--- src/rtl/alu_seq_shifter.sv ---
// alu_seq_shifter: multi-cycle shift/rotate unit sitting beside the ALU.
// Supports SLL, SRL, SRA, ROL and ROR, shifting up to STEP bits per cycle,
// with a start/busy/done handshake and overflow (OV) / zero (ZF) flags.
// Optional feature macro: ALU_SHIFT_SAT_EN adds OP 101 = SLS, a saturating
// left shift. When the macro is undefined, OP 101 behaves as a reserved code.
module alu_seq_shifter #(
  parameter int NIO  = 8,
  parameter int STEP = 1,
  parameter int SW   = $clog2(NIO) + 1
) (
  input  logic           clk,
  input  logic           rst,
  input  logic           start,
  input  logic [NIO-1:0] A,
  input  logic [SW-1:0]  B,
  input  logic [2:0]     OP,
  output logic [NIO-1:0] Z,
  output logic           OV,
  output logic           ZF,
  output logic           busy,
  output logic           done
);

  localparam logic [2:0] OP_SLL = 3'b000;
  localparam logic [2:0] OP_SRL = 3'b001;
  localparam logic [2:0] OP_SRA = 3'b010;
  localparam logic [2:0] OP_ROL = 3'b011;
  localparam logic [2:0] OP_ROR = 3'b100;
`ifdef ALU_SHIFT_SAT_EN
  localparam logic [2:0] OP_SLS = 3'b101;
`endif

  localparam logic [SW-1:0] NIO_W  = SW'(NIO);
  localparam logic [SW-1:0] STEP_W = SW'(STEP);

  typedef enum logic {IDLE, SHIFT} state_t;

  state_t         state;
  logic [NIO-1:0] work;
  logic [2:0]     op_r;
  logic [SW-1:0]  cnt;
  logic           acc;
`ifdef ALU_SHIFT_SAT_EN
  logic           sign_r;
`endif

  logic [SW-1:0]         eff;
  logic [SW-1:0]         clamp;
  logic [SW-1:0]         k;
  logic [NIO-1:0]        shl;
  logic signed [NIO-1:0] back;
  logic [NIO-1:0]        next_work;
  logic                  ov_step;
  logic [NIO-1:0]        z_final;

  // Effective shift amount for the operation being requested.
  always_comb begin
    // NOTE: every signal written here gets a default first so no latch is inferred.
    eff   = '0;
    clamp = (B > NIO_W) ? NIO_W : B;
    case (OP)
      OP_SLL, OP_SRL, OP_SRA: eff = clamp;
`ifdef ALU_SHIFT_SAT_EN
      OP_SLS:                 eff = clamp;
`endif
      OP_ROL, OP_ROR:         eff = {1'b0, B[SW-2:0]};  // B mod NIO, NIO is a power of 2
      default:                eff = '0;                 // reserved: pass A through
    endcase
  end

  // One iteration step: shift work by k = min(STEP, cnt) and detect lost sign bits.
  always_comb begin
    k         = (cnt < STEP_W) ? cnt : STEP_W;
    shl       = work << k;
    // Shifting back arithmetically recovers work only if the top k+1 bits were equal.
    back      = $signed(shl) >>> k;
    next_work = work;
    ov_step   = 1'b0;
    case (op_r)
      OP_SLL: begin
        next_work = shl;
        ov_step   = (back != $signed(work));
      end
`ifdef ALU_SHIFT_SAT_EN
      OP_SLS: begin
        next_work = shl;
        ov_step   = (back != $signed(work));
      end
`endif
      OP_SRL:  next_work = work >> k;
      OP_SRA:  next_work = $signed(work) >>> k;
      OP_ROL:  next_work = shl | (work >> (NIO_W - k));
      OP_ROR:  next_work = (work >> k) | (work << (NIO_W - k));
      default: next_work = work;
    endcase
  end

  // Final result, with saturation applied when the optional feature is built in.
  always_comb begin
    z_final = work;
`ifdef ALU_SHIFT_SAT_EN
    if (op_r == OP_SLS && acc) begin
      z_final = sign_r ? {1'b1, {(NIO-1){1'b0}}} : {1'b0, {(NIO-1){1'b1}}};
    end
`endif
  end

  // Control FSM and datapath registers; all outputs are registered.
  always_ff @(posedge clk or posedge rst) begin
    // NOTE: the working registers are reset too; they are few and it keeps the
    // datapath deterministic after a mid-operation abort.
    if (rst) begin
      state <= IDLE;
      work  <= '0;
      op_r  <= '0;
      cnt   <= '0;
      acc   <= 1'b0;
`ifdef ALU_SHIFT_SAT_EN
      sign_r <= 1'b0;
`endif
      Z     <= '0;
      OV    <= 1'b0;
      ZF    <= 1'b0;
      busy  <= 1'b0;
      done  <= 1'b0;
    end else begin
      // NOTE: non-blocking assignments so every register samples pre-edge values.
      done <= 1'b0;
      case (state)
        IDLE: begin
          if (start) begin
            work  <= A;
            op_r  <= OP;
            cnt   <= eff;
            acc   <= 1'b0;
`ifdef ALU_SHIFT_SAT_EN
            sign_r <= A[NIO-1];
`endif
            busy  <= 1'b1;
            state <= SHIFT;
          end
        end
        SHIFT: begin
          if (cnt == '0) begin
            Z     <= z_final;
            OV    <= acc;
            ZF    <= (z_final == '0);
            done  <= 1'b1;
            busy  <= 1'b0;
            state <= IDLE;
          end else begin
            work <= next_work;
            cnt  <= cnt - k;
            acc  <= acc | ov_step;
          end
        end
        default: state <= IDLE;
      endcase
    end
  end

endmodule

--- config.mk ---
export PLATFORM = sky130hd
export DESIGN_NAME = alu_seq_shifter
export DESIGN_NICKNAME = d
export VERILOG_FILES = /design/src/rtl/alu_seq_shifter.sv
export SDC_FILE = /design/constraint.sdc
export NUM_CORES = 1
export LEC_CHECK = 0
export CORE_MARGIN = 2
export CORE_UTILIZATION = 40
export DETAILED_ROUTE_END_ITERATION = 12
export SYNTH_ARGS = -nofsm -noshare
export SYNTH_HDL_FRONTEND = slang
export SYNTH_SLANG_ARGS = --single-unit
--- constraint.sdc ---
create_clock -name clk -period 3.3 [get_ports clk]
set_clock_uncertainty 0.15 [all_clocks]
set_input_delay 0.495 -clock clk [delete_from_list [all_inputs] [get_ports clk]]
set_output_delay 0.495 -clock clk [all_outputs]
set_load 0.02 [all_outputs]
==> flow_metrics.py, run 1 <==
metrics = {
    "detailed_routing": {
        "drt-initial-drc-count": 91,
        "drt-wirelength-per-cell_um": 16.69,
        "post-route-drc-count": 0,
        "drtAntennaViolNets": 0,
        "firstDrtPassIters": 4,
        "vias": 1717,
        "drt-vias-per-instance": 5.860,
        "routed_wl_mm": 4.890,
    },
    "floorplanning": {
        "pin_count": 30,
        "core-area_um2": 4629,
        "die_width_um": 72.73,
        "die_area_um2": 5289,
        "initial_core_util_pct": 40.81,
        "dieHeight_um": 72.73,
        "rows": 25,
    },
    "clock_network": {
        "clockBufferDepth": 2,
        "numCtsBuffers": 5,
        "htreeDepth": 2,
        "cts_setup_buffers": 0,
        "cts_sinks": 29,
        "cts-root-buf": "clkbuf_8",
        "cts_tree": "done",
        "clkLatencyLatePin_ps": 280,
        "cts_hold_buf": 0,
        "cts.repair.resized": 0,
        "clk_pin_slew_ps": 70,
    },
    "synth": {
        "syn-num-nets": 238,
        "seq_area_frac_synth_pct": 38.41,
        "synth.avg_cell_area_um2": 8.667,
        "yosysUniqueCellTypes": 52,
        "synth-main-ff-cell": "dfrtp_1",
        "synth_seq_cells": 29,
        "syn_area_um2": 1889,
        "async_flop_share_pct": 100.0,
        "synthCells": 218,
        "yosys_warnings": 0,
        "synth_edf_count": 0,
    },
    "global_route": {
        "grt_pass1_wl_mm": 8.169,
        "first_global_vias": 1602,
        "overflow": 0,
        "grt_usage_pct": 20.28,
        "antenna_found_initial": 0,
        "grt_max_degree": 30,
    },
    "sta": {
        "hold_violations": 0,
        "min_period_over_period_pct": 86.04,
        "slew_violations": 0,
        "relSlewSlack_pct": 57.48,
        "finalSetupViolations": 0,
        "tightest_slew_ps": 630.9,
        "holdWs_ps": 327.3,
        "rsz0062_at_grt": "no",
        "fin_crit_ps": 2839,
        "setup_tns_ps": 0,
        "max_freq_mhz": 352.2,
    },
    "hold_path": {
        "hold-path-cell-count": 2,
        "whs_endpoint": "ZF",
        "hold_path.class": "flop to flop",
        "hold_start": "ZF",
    },
    "layout": {
        "fillers": 461,
        "drive_gt1_share_pct": 13.39,
        "antenna-diode-count": 0,
        "nets": 259,
        "area_growth_pct": 21.72,
    },
    "pwr": {
        "p_leak_nw": 0.9408,
        "ir_worst_vdd_v": 0.0004195,
        "power.density_nw_per_um2": 1103,
    },
    "critical_path": {
        "r2r_end": "work[6]",
        "path_max_fanout": 13,
        "max_stage_delay_ps": 640,
        "ff2ff_path_depth": 8,
        "cp-end-kind": "flop",
        "r2r_slack_ps": 460,
        "required_ps": 3340,
        "crit_arrival_ps": 2880,
        "startpoint_type": "flop",
        "path_cells": "or4_4 > inv_2 > ha_1 > nand2b_1 > a311oi_1 > a22o_1 > a221oi_1 > a311oi_1",
        "cp-startpoint": "cnt[0]",
        "reg2reg_from": "cnt[0]",
        "crit_path_frequent_cell": "a311oi_1",
        "path_class": "flop to flop",
        "slowest_stage": "or4_4",
    },
    "placement": {
        "dpl.hpwl_mm": 3.410,
        "gp_congestion": 0.8727,
        "numPortBuffers": 29,
    },
    "run": {
        "cap_violations": 0,
    },
    "run_status": {
        "status": "finished clean",
    },
}
[metal layers]
layer	global-route usage [%]	wire (um)
met2	31.52	2404
met1	27.91	2154
met3	3.729	255
met5	0	0
met4	8.230	76
[power by group]
group / internal [mW] / switching [mW]
clock network: 0.219 / 0.142
registers: 0.533 / 0.299
logic: 0.653 / 0.690
[synthesized netlist by cell type (all sizes together), types with 2 or more instances]
| master | instances | area share, % |
|---|---|---|
| mux2i | 6 | 3.2 |
| nand2 | 29 | 5.9 |
| a21oi | 6 | 1.6 |
| nor3 | 2 | 0.53 |
| inv | 7 | 1.4 |
| nor2 | 20 | 4.0 |
| o21ai | 17 | 4.5 |
| o21a | 2 | 0.79 |
| o22ai | 2 | 0.66 |
| a311oi | 2 | 0.93 |
| a32oi | 2 | 0.93 |
| or3 | 4 | 1.3 |
| nor4 | 2 | 0.66 |
| nand3 | 5 | 1.3 |
| mux2 | 10 | 6.0 |
| ha | 2 | 1.3 |
| dfrtp | 29 | 38 |
| buf | 6 | 1.9 |
| clkbuf | 14 | 2.8 |
| nand3b | 2 | 0.79 |
| o221ai | 2 | 0.93 |
| nand4 | 2 | 0.66 |
| nor2b | 2 | 0.66 |
| a22o | 2 | 0.93 |
| nand2b | 6 | 2.0 |
| a21o | 2 | 0.79 |
| o211ai | 3 | 1.2 |
| a31oi | 7 | 2.3 |
| a221oi | 3 | 1.4 |
[logic make-up after synthesis]
group / count (synthesis) / share of synthesized area (%)
compound gates: 61 / 22.78
xor+xnor: 2 / 0.9273
fa+ha+maj: 2 / 1.324
buf+inv: 27 / 6.092
flops: 29 / 38.41
mux: 17 / 10.33
other cells: 1 / 0.1985
simple gates: 79 / 19.93
[worst max path at each step]
stage / end / slack, ps / depth (start not counted)
4_1_cts: work[6] / 460 / 8
3_5_place_dp: work[6] / 480 / 8
2_1_floorplan: work[6] / 610 / 9
5_1_grt: work[6] / 290 / 8
6_report: work[6] / 460 / 8
3_3_place_gp: work[6] / 590 / 8
[critical path: cells and delay by family, from the launching register on]
kind,cells,cell delay (ps)
compound gates,4,970
simple gates,2,820
flops,1,440
fa+ha+maj,1,260
buf+inv,1,90
[state kept, by name (all words and copies together), names as in the netlist]
name	flops
acc	1
cnt	4
ZF	1
Z	8
op_r	3
state	1
work	8
done	1
OV	1
busy	1
[cell type report]
class                      count  area, um^2  share of cell area, %
clock buffer                   5       68.82                  2.992
clock inverter                 2       35.03                  1.523
inverter                       7       26.28                  1.143
multi-input combinational    162        1049                  45.59
sequential                    29       725.7                  31.56
tap                           54       67.56                  2.938
timing repair buffer          34       327.8                  14.25
[per-stage QoR]
stage | utilization [%] | area, um^2 | setup WS (ps) | cells | power, mW
floorplan | - | 1889 | 608.6 | 218 | 1.776
global placement | 47.43 | 2196 | 591.1 | 286 | 2.181
detailed placement | 47.43 | 2196 | 480.1 | 286 | 2.177
CTS | 49.68 | 2300 | 464.6 | 293 | 2.544
global route | 49.68 | 2300 | 290.4 | 293 | 2.740
finish | 49.68 | 2300 | 460.8 | 293 | 2.536
[layout by cell type (no fill, tap or decap), types with 3 or more instances in the layout]
master / count
buf_4: 5
dfrtp_1: 29
o21ai_0: 17
a31oi_1: 7
nand2_1: 28
o211ai_1: 3
a221oi_1: 3
nand3_1: 5
clkdlybuf4s50_1: 29
mux2i_1: 6
mux2_2: 10
nor2_1: 20
clkbuf_8: 5
inv_1: 6
a21oi_1: 6
or3_1: 4
nand2b_1: 6
No activity file was read; power rests on OpenSTA's default activity.
==> run 2: changes to the inputs <==
--- a/config.mk
+++ b/config.mk
@@ -8,6 +8,8 @@
 export CORE_MARGIN = 2
 export CORE_UTILIZATION = 40
 export DETAILED_ROUTE_END_ITERATION = 12
+export RECOVER_POWER = 25
+export SLEW_MARGIN = 15
 export SYNTH_ARGS = -nofsm -noshare
 export SYNTH_HDL_FRONTEND = slang
 export SYNTH_SLANG_ARGS = --single-unit
==> run 2 against run 1 <==
The flow now finishes with violations (max-capacitance violations, max-slew violations). Utilization shrank 0.081 points. Maximum frequency about the same. Register-to-register slack barely moved. Critical endpoint unchanged. Highest routed layer unchanged.
==> flow_metrics.py, run 2 (same netlist as run 1, synthesis figures left out) <==
metrics = {
    "run_status": {
        "status": "finished, violations left",
        "violations": "max-capacitance violations, max-slew violations",
    },
    "layout": {
        "final_common_cell": "dfrtp_1",
        "final_cell_mix": "dfrtp_1, nand2_1, clkdlybuf4s50_1",
        "antenna-diode-count": 0,
        "multi_input_area_um2": 1049,
        "fillers": 461,
        "nets": 259,
        "largest_registers": "Z: 8 flops, work: 8 flops, cnt: 4 flops",
        "drive_gt1_share_pct": 12.97,
        "seqCellArea_um2": 725.7,
        "area_growth_pct": 21.52,
    },
    "clock_network": {
        "htreeDepth": 2,
        "cts_setup_buffers": 0,
        "clockBufferDepth": 2,
        "cts.repair.resized": 0,
        "clk_pin_slew_ps": 70,
        "numCtsBuffers": 5,
        "cts_tree": "done",
        "cts-root-buf": "clkbuf_8",
        "cts_sinks": 29,
        "cts_hold_buf": 0,
        "clkLatencyLatePin_ps": 280,
    },
    "critical_path": {
        "path_class": "flop to flop",
        "slowest_stage": "or4_4",
        "max_stage_delay_ps": 640,
        "cp.depth": 8,
        "reg2reg_from": "cnt[0]",
        "crit_arrival_ps": 2880,
        "crit_buf_inv": 1,
        "startpoint_type": "flop",
        "cp-startpoint": "cnt[0]",
        "path_delay_family": "compound AO/OA/AOI/OAI gates",
        "cp-end-kind": "flop",
        "path_cells": "or4_4 > inv_2 > ha_1 > nand2b_1 > a311oi_1 > a22o_1 > a221oi_1 > a311oi_1",
        "required_ps": 3340,
        "ff2ff_path_depth": 8,
        "path_max_fanout": 13,
        "crit_path_frequent_cell": "a311oi_1",
    },
    "placement": {
        "numPortBuffers": 29,
        "gp_congestion": 0.8727,
        "dpl.hpwl_mm": 3.410,
    },
    "global_route": {
        "grt_pass1_wl_mm": 8.169,
        "grt_max_degree": 30,
        "antenna_found_initial": 0,
        "grt_usage_pct": 20.28,
        "overflow": 0,
        "first_global_vias": 1602,
    },
    "sta": {
        "fin_crit_ps": 2839,
        "relSlewSlack_pct": -5.562,
        "min_period_over_period_pct": 86.02,
        "finalSetupViolations": 0,
        "hold_violations": 0,
        "rsz0062_at_grt": "no",
        "max_freq_mhz": 352.3,
        "tightest_slew_ps": 1583,
        "setup_tns_ps": 0,
        "holdWs_ps": 327.3,
        "slew_violations": 30,
    },
    "pwr": {
        "p_leak_nw": 0.9374,
        "ir_worst_vdd_v": 0.0004193,
        "internal-power_mw": 1.404,
        "pwr-share-comb_pct": 52.9,
        "seq_power_share_pct": 32.8,
        "power.density_nw_per_um2": 1104,
        "p_clk_share_pct": 14.3,
        "switching_power_mw": 1.131,
        "p_sw_share_pct": 44.61,
    },
    "detailed_routing": {
        "post-route-drc-count": 0,
        "drt-initial-drc-count": 91,
        "routed_wl_mm": 4.891,
        "drt-wirelength-per-cell_um": 16.69,
        "firstDrtPassIters": 4,
        "drtAntennaViolNets": 0,
        "vias": 1717,
        "drt-vias-per-instance": 5.860,
    },
    "hold_path": {
        "hold_path.class": "flop to flop",
        "hold_start": "ZF",
        "hold-path-cell-count": 2,
    },
    "floorplanning": {
        "initial_core_util_pct": 40.81,
        "die_area_um2": 5289,
        "die_width_um": 72.73,
        "core-area_um2": 4629,
        "rows": 25,
        "dieHeight_um": 72.73,
        "pin_count": 30,
    },
    "run": {
        "cap_violations": 1,
    },
}
==> run 2: cell types whose count changed in the layout (fill, tap and decap cells not counted) <==
cell | before | now
dlygate4sd3_1 | 0 | 1
clkbuf_1 | 0 | 1
buf_4 | 5 | 4
clkdlybuf4s50_1 | 29 | 28
==> run 2: metal layers <==
metal / track usage [%] / up-vias / part of all wire (%)
li1: - / 827 / -
met1: 27.91 / 829 / 44
met2: 31.52 / 56 / 49
met3: 3.729 / 5 / 5.2
met4: 8.230 / 0 / 1.6
met5: 0 / - / 0
==> run 2: worst min-delay path, stage by stage (launching register included) <==
cell     delay, ps
dfrtp_1        340
nand2_1         40
o21ai_0         60
==> run 2: cell type report <==
| class | count | area share, % |
|---|---|---|
| Multi-Input combinational cell | 162 | 45.67 |
| Sequential cell | 29 | 31.61 |
| Clock buffer | 5 | 2.997 |
| Tap cell | 54 | 2.943 |
| Timing Repair Buffer | 34 | 14.11 |
| Inverter | 7 | 1.144 |
| Clock inverter | 2 | 1.526 |
==> run 2: final timing paths <==
| kind | to | slack (ps) |
|---|---|---|
| max | work[6] | 460 |
| min | ZF | 330 |
| max reg2reg | work[6] | 460 |
| min reg2reg | ZF | 330 |
| max in group asynchronous | work[3] | 1030 |
| min in group asynchronous | work[5] | 1050 |
==> run 2: stage by stage <==
step | utilization, % | instance area [um^2] | power (mW) | instances | worst slack [ps]
floorplan | - | 1889 | 1.776 | 218 | 608.6
global placement | 47.43 | 2196 | 2.181 | 286 | 591.1
detailed placement | 47.43 | 2196 | 2.177 | 286 | 480.1
CTS | 49.68 | 2300 | 2.544 | 293 | 464.6
global route | 49.59 | 2296 | 2.739 | 293 | 290.4
finish | 49.59 | 2296 | 2.535 | 293 | 461.3
==> run 2: power groups by stage <==
stage | clock network (mW) | logic (mW) | registers (mW)
after floorplan | 0 | 1.07 | 0.710
after global placement | 0 | 1.34 | 0.837
after detailed placement | 0 | 1.34 | 0.835
after CTS | 0.366 | 1.35 | 0.827
after global routing | 0.381 | 1.50 | 0.862
final | 0.361 | 1.34 | 0.832
==> run 3: changes to the inputs <==
--- a/config.mk
+++ b/config.mk
@@ -8,6 +8,7 @@
 export CORE_MARGIN = 2
 export CORE_UTILIZATION = 40
 export DETAILED_ROUTE_END_ITERATION = 12
+export GPL_TIMING_DRIVEN = 0
 export RECOVER_POWER = 25
 export SLEW_MARGIN = 15
 export SYNTH_ARGS = -nofsm -noshare
==> constraint.sdc (replaced) <==
create_clock -name clk -period 3.3 [get_ports clk]
set_clock_uncertainty 0.15 [all_clocks]
set_input_delay 0.66 -clock clk [delete_from_list [all_inputs] [get_ports clk]]
set_output_delay 0.66 -clock clk [all_outputs]
set_load 0.02 [all_outputs]
==> run 3 against run 2 <==
The run now ends clean. Count of clock-buffer cells in the layout unchanged. Register-to-register slack got worse by 210 ps. Combinational power increased by 19%. Largest cell class unchanged.
==> flow_metrics.py, run 3 (same netlist as run 1, synthesis figures left out) <==
metrics = {
    "run_status": {
        "status": "finished clean",
    },
    "sta": {
        "finalSetupViolations": 0,
        "rsz0062_at_grt": "no",
        "slew_violations": 0,
        "hold_violations": 0,
        "fin_crit_ps": 3051,
        "relSlewSlack_pct": 25.25,
        "min_period_over_period_pct": 92.46,
        "timing.final.ws_setup_ps": 249.0,
        "setup_tns_ps": 0,
        "tightest_slew_ps": 1120,
        "max_freq_mhz": 327.8,
    },
    "clock_network": {
        "clkLatencyLatePin_ps": 280,
        "numCtsBuffers": 5,
        "cts_sinks": 29,
        "cts_hold_buf": 0,
        "clockBufferDepth": 2,
        "cts_setup_buffers": 0,
        "cts_tree": "done",
        "cts.repair.resized": 0,
        "cts-root-buf": "clkbuf_8",
        "htreeDepth": 2,
        "clk_pin_slew_ps": 60,
    },
    "layout": {
        "seqCellArea_um2": 725.7,
        "final_common_cell": "dfrtp_1",
        "largest_registers": "Z: 8 flops, work: 8 flops, cnt: 4 flops",
        "antenna-diode-count": 0,
        "fillers": 456,
        "fin_area_um2": 2357,
        "multi_input_area_um2": 1055,
        "final_cell_mix": "dfrtp_1, nand2_1, clkdlybuf4s50_1",
        "drive_gt1_share_pct": 13.39,
        "nets": 274,
        "area_growth_pct": 24.77,
    },
    "floorplanning": {
        "die_area_um2": 5289,
        "rows": 25,
        "die_width_um": 72.73,
        "dieHeight_um": 72.73,
        "core-area_um2": 4629,
        "pin_count": 30,
        "initial_core_util_pct": 40.81,
    },
    "global_route": {
        "top_usage_layer": "met2",
        "overflow": 0,
        "grt_max_degree": 30,
        "antenna_found_initial": 0,
        "grt_util_met3_pct": 4.420,
        "first_global_vias": 1691,
        "use_met1_pct": 28.78,
        "use_met2_pct": 30.61,
        "grt_pass1_wl_mm": 8.217,
        "grt_usage_pct": 20.31,
    },
    "hold_path": {
        "hold_path.class": "flop to flop",
    },
    "placement": {
        "gp_congestion": 0.9346,
        "numPortBuffers": 29,
        "pre_cts_slack_ps": 204.8,
        "dpl.hpwl_mm": 3.608,
        "dpl_cell_area_um2": 2247,
    },
    "critical_path": {
        "max_stage_delay_ps": 580,
        "required_ps": 3320,
        "path_max_fanout": 10,
        "cp-end-kind": "flop",
        "slowest_stage": "or4_4",
        "path_cells": "or4_4 > inv_2 > buf_6 > ha_1 > clkbuf_1 > nand2b_1 > a311oi_2 > a22o_1 > a221oi_1 > a311oi_1",
        "path_class": "flop to flop",
        "crit_arrival_ps": 3070,
        "startpoint_type": "flop",
    },
    "detailed_routing": {
        "drt-wirelength-per-cell_um": 16.07,
        "routed_wl_mm": 4.950,
        "vias": 1833,
        "post-route-drc-count": 0,
        "drt-vias-per-instance": 5.951,
        "firstDrtPassIters": 4,
        "drtAntennaViolNets": 0,
        "drt-initial-drc-count": 196,
    },
    "pwr": {
        "p_leak_nw": 0.9574,
        "ir_worst_vdd_v": 0.0005491,
        "power.density_nw_per_um2": 1102,
    },
    "run": {
        "cap_violations": 0,
    },
}
run 3: cell count changes in the layout (fill, tap and decap cells not counted), sizes merged:
| cell | previous run | this run |
|---|---|---|
| clkbuf | 6 | 19 |
| buf | 4 | 6 |
run 3: final cells by class:
| cell class | instances | share of cell area [%] |
|---|---|---|
| repair buffers | 29 | 12.31 |
| flip-flops and latches | 29 | 30.79 |
| inverters | 7 | 1.115 |
| clock inverters | 2 | 1.486 |
| well taps | 54 | 2.866 |
| plain buffers | 20 | 3.769 |
| multi-input cells | 162 | 44.75 |
| clock buffers | 5 | 2.919 |
run 3: through the flow:
stage	instances	total power, mW	util, %	hold WS (ps)
detailed placement	301	2.228	48.54	320.0
finish	308	2.599	50.92	326.0
CTS	308	2.596	50.78	334.7
global placement	301	2.236	48.54	317.8
floorplan	218	1.776	-	312.2
global route	308	2.823	50.92	364.7
run 3: power breakdown:
group	internal [mW]	switching, mW	total (mW)	leakage, nW
logic	0.692	0.912	1.60	0.554
registers	0.535	0.103	0.639	0.349
clock network	0.219	0.137	0.356	0.0540
run 3: worst max-delay path: cells and delay by family (launching register included):
| kind | cells | cell delay (ps) |
|---|---|---|
| buf+inv | 3 | 500 |
| simple gates | 2 | 740 |
| flops | 1 | 440 |
| fa+ha+maj | 1 | 140 |
| compound gates | 4 | 970 |
run 3: final timing paths:
kind                        start  slack (ps)  cells after the start       to
max in group asynchronous     rst        1370                      2     Z[6]
min                            ZF         330                      2       ZF
min reg2reg                    ZF         330                      2       ZF
min in group asynchronous     rst         960                      2     done
max                        cnt[0]         250                     10  work[6]
max reg2reg                cnt[0]         250                     10  work[6]
run 3: routing by layer:
layer,routed length [um],part of all wire [%],up-vias
li1,-,-,863
met1,2099,42,869
met2,2299,46,87
met3,434,8.8,14
met4,116,2.3,0
met5,0,0,-
==> edit 1, RTL diff (flow settings as in run 3) <==
Add a define of `ALU_SHIFT_SAT_EN`.
--- a/src/rtl/alu_seq_shifter.sv
+++ b/src/rtl/alu_seq_shifter.sv
@@ -3,6 +3,8 @@
 // with a start/busy/done handshake and overflow (OV) / zero (ZF) flags.
 // Optional feature macro: ALU_SHIFT_SAT_EN adds OP 101 = SLS, a saturating
 // left shift. When the macro is undefined, OP 101 behaves as a reserved code.
+`define ALU_SHIFT_SAT_EN
+
 module alu_seq_shifter #(
   parameter int NIO  = 8,
   parameter int STEP = 1,
Check against the original RTL: not equivalent (a bounded check fails within 4 cycles, from zero or initial values and one cycle with rst high).
==> edit 1 against run 3 <==
Die area grew 7.3%; power up 1.9%; setup slack better by 0.23 ns; sequential cell count is 1 higher; routed wire length up 11%; utilization is 1.4 points higher; final area grew 6.8%; area after synthesis increased by 7.7%; non-clock buffer count increased by 3; hold slack lost 0.0043 ns; sequential share of layout area fell by 0.98 points; clock power is 4% higher; global-route usage grew 1.1 points.
==> edit 1: results (changes against run 3) <==
* Reg2Reg Depth at 9 (was 10)
* Worst path max stage delay at 0.54 ns (was 0.58 ns)
* Hold Path Depth at 2 (unchanged)
* Vias per cell at 5.65 (was 5.95)
* Worst-path clk slew at 0.08 ns (was 0.06 ns)
* Area post-placement at 0.00241 sq mm (was 0.00225 sq mm)
* Max FO, Critical Path at 9 (was 10)
* Post-Synth Adder-Cell Area at 1.23% (was 1.32%)
* Min-Delay Endpoint: busy (was ZF)
* Reg-to-reg slack, setup at 0.48 ns (was 0.25 ns)
* XOR/XNOR Fraction of Synth Area at 1.72% (was 0.927%)
* Sequential share of the synthesized area at 36.9% (was 38.4%)
* Worst vdd ir at 460 uV (was 549 uV)
* Layout cell share with drive strength beyond 1 at 10.1% (was 13.4%)
* Family with the most delay on the worst path: simple AND/OR/NAND/NOR gates (was compound AO/OA/AOI/OAI gates)
* Metal3 WL at 419 microns (was 434 microns)
* Met2 wire len at 2590 microns (was 2300 microns)
* Syn_nets at 260 (was 238)
* Worst hold start: busy (was ZF)
* Distinct cells, synth at 54 (was 52)
* Total Nets Final at 296 (was 274)
* CP Capture Point: work[1] (was work[6])
* Final HPWL DP at 3970 microns (was 3610 microns)
* Worst-Skew Late Latency at 0.29 ns
* Synth area leaders: dfrtp_1 37%, nand2_1 7.2%, a21oi_1 4.4%, o21ai_0 4.2%, o211ai_1 2.6% (was dfrtp_1 38%, mux2_2 6.0%, nand2_1 5.6%, o21ai_0 4.5%, nor2_1 4.0%)
* Met1 Use GR at 29.5% (was 28.8%)
* Met3 global-route usage at 4.50% (was 4.42%)
* GP Congestion at 0.903 (was 0.935)
* FF-to-FF Start: cnt[2] (was cnt[0])
* First-pass GRT wire length at 9160 microns (was 8220 microns)
* Largest family of logic cells by synthesized area: compound AO/OA/AOI/OAI gates (unchanged)
* Pleak at 1.06 nW (was 0.957 nW)
* Wire length on met1 at 2420 microns (was 2100 microns)
* GRT Total Usage at 21.4% (was 20.3%)
* Multiplexer share of the synthesized area at 5.35% (was 10.3%)
* Largest net degree at the start of global routing at 31 (was 30)
* Met2 usage at 33.1% (was 30.6%)
* Outcome: completed (unchanged)
* Most instantiated cells after synthesis: 39 x nand2_1, 30 x dfrtp_1, 18 x a21oi_1, 17 x o21ai_0, 13 x nor2_1 (was 29 x dfrtp_1, 28 x nand2_1, 20 x nor2_1, 17 x o21ai_0, 14 x clkbuf_1)
* Drt total wl at 5490 microns (was 4950 microns)
* Total iterations of the first detailed-routing run at 4 (unchanged)
* Setup repair bufs after CTS at 0 (unchanged)
* Vias in the first global route at 1860 (was 1691)
* Critical path data arrival time at 2.86 ns (was 3.07 ns)
* Slew margin rel. at 23.3% (was 25.2%)
* Initial DRC Count at 136 (was 196)
* Compound-gate portion of the synthesized area at 25.4% (was 22.8%)
[edit 1: power breakdown]
group	switching (mW)	total [mW]	internal (mW)
combinational	0.874	1.58	0.710
clock	0.149	0.371	0.222
sequential	0.144	0.692	0.549
total	1.17	2.65	1.48
[edit 1: area by class of cell]
class | instances | area, sq um
plain buffers | 23 | 139
clock buffers | 5 | 68.8
clock inverters | 3 | 40.0
fillers | 507 | 2300
inverters | 8 | 37.5
multi-input cells | 179 | 1110
flip-flops and latches | 30 | 751
well taps | 67 | 83.8
repair buffers | 29 | 290
[edit 1: through the flow]
step	utilization [%]	power (mW)	std cells	hold WS (ns)	setup slack, ns
floorplan	-	1.83	240	0.310	0.749
global placement	50.0	2.26	336	0.313	0.522
detailed placement	50.0	2.29	336	0.314	0.522
CTS	52.3	2.66	344	0.331	0.509
global route	52.3	2.89	344	0.350	0.311
finish	52.3	2.65	344	0.322	0.481
==> edit 2, RTL diff (settings of run 3) <==
Without the edit above. Reset style: synchronous (`rst`), changed in one clocked block.
--- a/src/rtl/alu_seq_shifter.sv
+++ b/src/rtl/alu_seq_shifter.sv
@@ -106,7 +106,7 @@
   end
 
   // Control FSM and datapath registers; all outputs are registered.
-  always_ff @(posedge clk or posedge rst) begin
+  always_ff @(posedge clk) begin
     // NOTE: the working registers are reset too; they are few and it keeps the
     // datapath deterministic after a mid-operation abort.
     if (rst) begin
Behaviour: differs if rst is asserted again (counterexample within 4 cycles, from zero or initial values and one cycle with rst high); with rst held inactive, the same outputs for 10 cycles.
==> edit 2 against run 3 <==
Hold slack got worse by 0.019 ns; setup slack improved by 0.24 ns; routed wire length rose by 18%; sequential cell count did not move; cell count rose by 20%; critical endpoint is now work[1]; synthesized cell count rose by 22%; global-route usage rose by 2.5 points; area after synthesis rose by 7.3%; fmax rose by 8.7%; non-clock buffer count rose by 7; final area rose by 6.5%.
Power is not compared: it rests on default switching activity, and its combinational part moved more than twofold at a synthesized area within 25%.
==> edit 2: results (changes against run 3) <==
* Cells after Synth at 266 (was 218)
* NonClk Buf Share at 21.4% (was 16.1%)
* Synth area leaders: dfxtp_1 29%, nand2_1 8.5%, clkbuf_8 6.8%, a21oi_1 5.4%, o21ai_0 5.4% (was dfrtp_1 38%, mux2_2 6.0%, nand2_1 5.6%, o21ai_0 4.5%, nor2_1 4.0%)
* GRT Total Usage at 22.9% (was 20.3%)
* Vias in the first global route at 1876 (was 1691)
* Largest net degree at the start of global routing at 11 (was 30)
* Worst path max stage delay at 0.62 ns (was 0.58 ns)
* Number of non-clock inverters at 8 (was 7)
* Total Nets Final at 322 (was 274)
* Slew margin rel. at 59.4% (was 25.2%)
* Drt total wl at 5850 microns (was 4950 microns)
* Via Count at 2045 (was 1833)
* Non-CTS buffers at 56 (was 49)
* Post-synth top flop: dfxtp_1 (was dfrtp_1)
* Fillers at 516 (was 456)
* Outcome: completed (unchanged)
* Multi-input gate share of total cell area at 46.1% (was 44.7%)
* CP max-delay cell: or4_1 (was or4_4)
* Vias per cell at 5.53 (was 5.95)
* GP Congestion at 0.894 (was 0.935)
* Ys async rst share at 0% (was 100%)
* Critical path data arrival time at 2.86 ns (was 3.07 ns)
* Distinct cells, synth at 53 (was 52)
* Most instantiated cells after synthesis: 46 x nand2_1, 29 x dfxtp_1, 22 x a21oi_1, 22 x nor2_1, 22 x o21ai_0 (was 29 x dfrtp_1, 28 x nand2_1, 20 x nor2_1, 17 x o21ai_0, 14 x clkbuf_1)
* First-pass GRT wire length at 9560 microns (was 8220 microns)
* Worst Setup SP: cnt[1] (was cnt[0])
## edit 2: cell types whose count changed after synthesis, sizes merged, moves of 4 or more
| cell | before | now |
|---|---|---|
| a21oi | 6 | 22 |
| nor3b | 1 | 5 |
| nand3 | 5 | 10 |
| mux2 | 10 | 2 |
| dfrtp | 29 | 0 |
| clkbuf | 14 | 21 |
| dfxtp | 0 | 29 |
| nand2 | 29 | 48 |
| o21ai | 17 | 22 |
## edit 2: critical path: cells and delay by family (launching register included)
kind                       cells  cell delay, ns
buffers and inverters          3            0.41
AOI/OAI and AO/OA              4            0.71
DFF                            1            0.34
adders and majority gates      1            0.24
and+or+nand+nor                2            0.87
## edit 2: routing by layer
metal	global-route usage [%]	part of all wire [%]	vias to the layer above
met3	5.22	5.9	9
met2	34.7	43	71
met1	31.9	49	945
met5	0	0	-
li1	-	-	1020
met4	7.99	2.2	0
## edit 2: worst paths after layout
kind | endpoint | slack (ns)
worst min-delay path | Z[1] | 0.31
worst min register to register | Z[1] | 0.31
worst max register to register | work[1] | 0.49
worst max-delay path | work[1] | 0.49
## edit 2: logic make-up after synthesis
| group | after synthesis | share of synthesized area, % |
|---|---|---|
| other | 1 | 0.185 |
| buffers and inverters | 35 | 14.0 |
| DFF | 29 | 28.6 |
| adders and majority gates | 2 | 1.23 |
| xor gates and xnor gates | 1 | 0.432 |
| AOI/OAI and AO/OA | 77 | 24.5 |
| and+or+nand+nor | 115 | 27.3 |
| muxes | 6 | 3.70 |
## edit 2: through the flow
step | setup WS, ns | power, mW | instance area [sq um]
4_1_cts | 0.560 | 1.33 | 2520
2_1_floorplan | 0.763 | 0.794 | 2030
3_5_place_dp | 0.576 | 0.933 | 2400
3_3_place_gp | 0.567 | 0.935 | 2400
5_1_grt | 0.271 | 1.40 | 2510
6_report | 0.493 | 1.32 | 2510
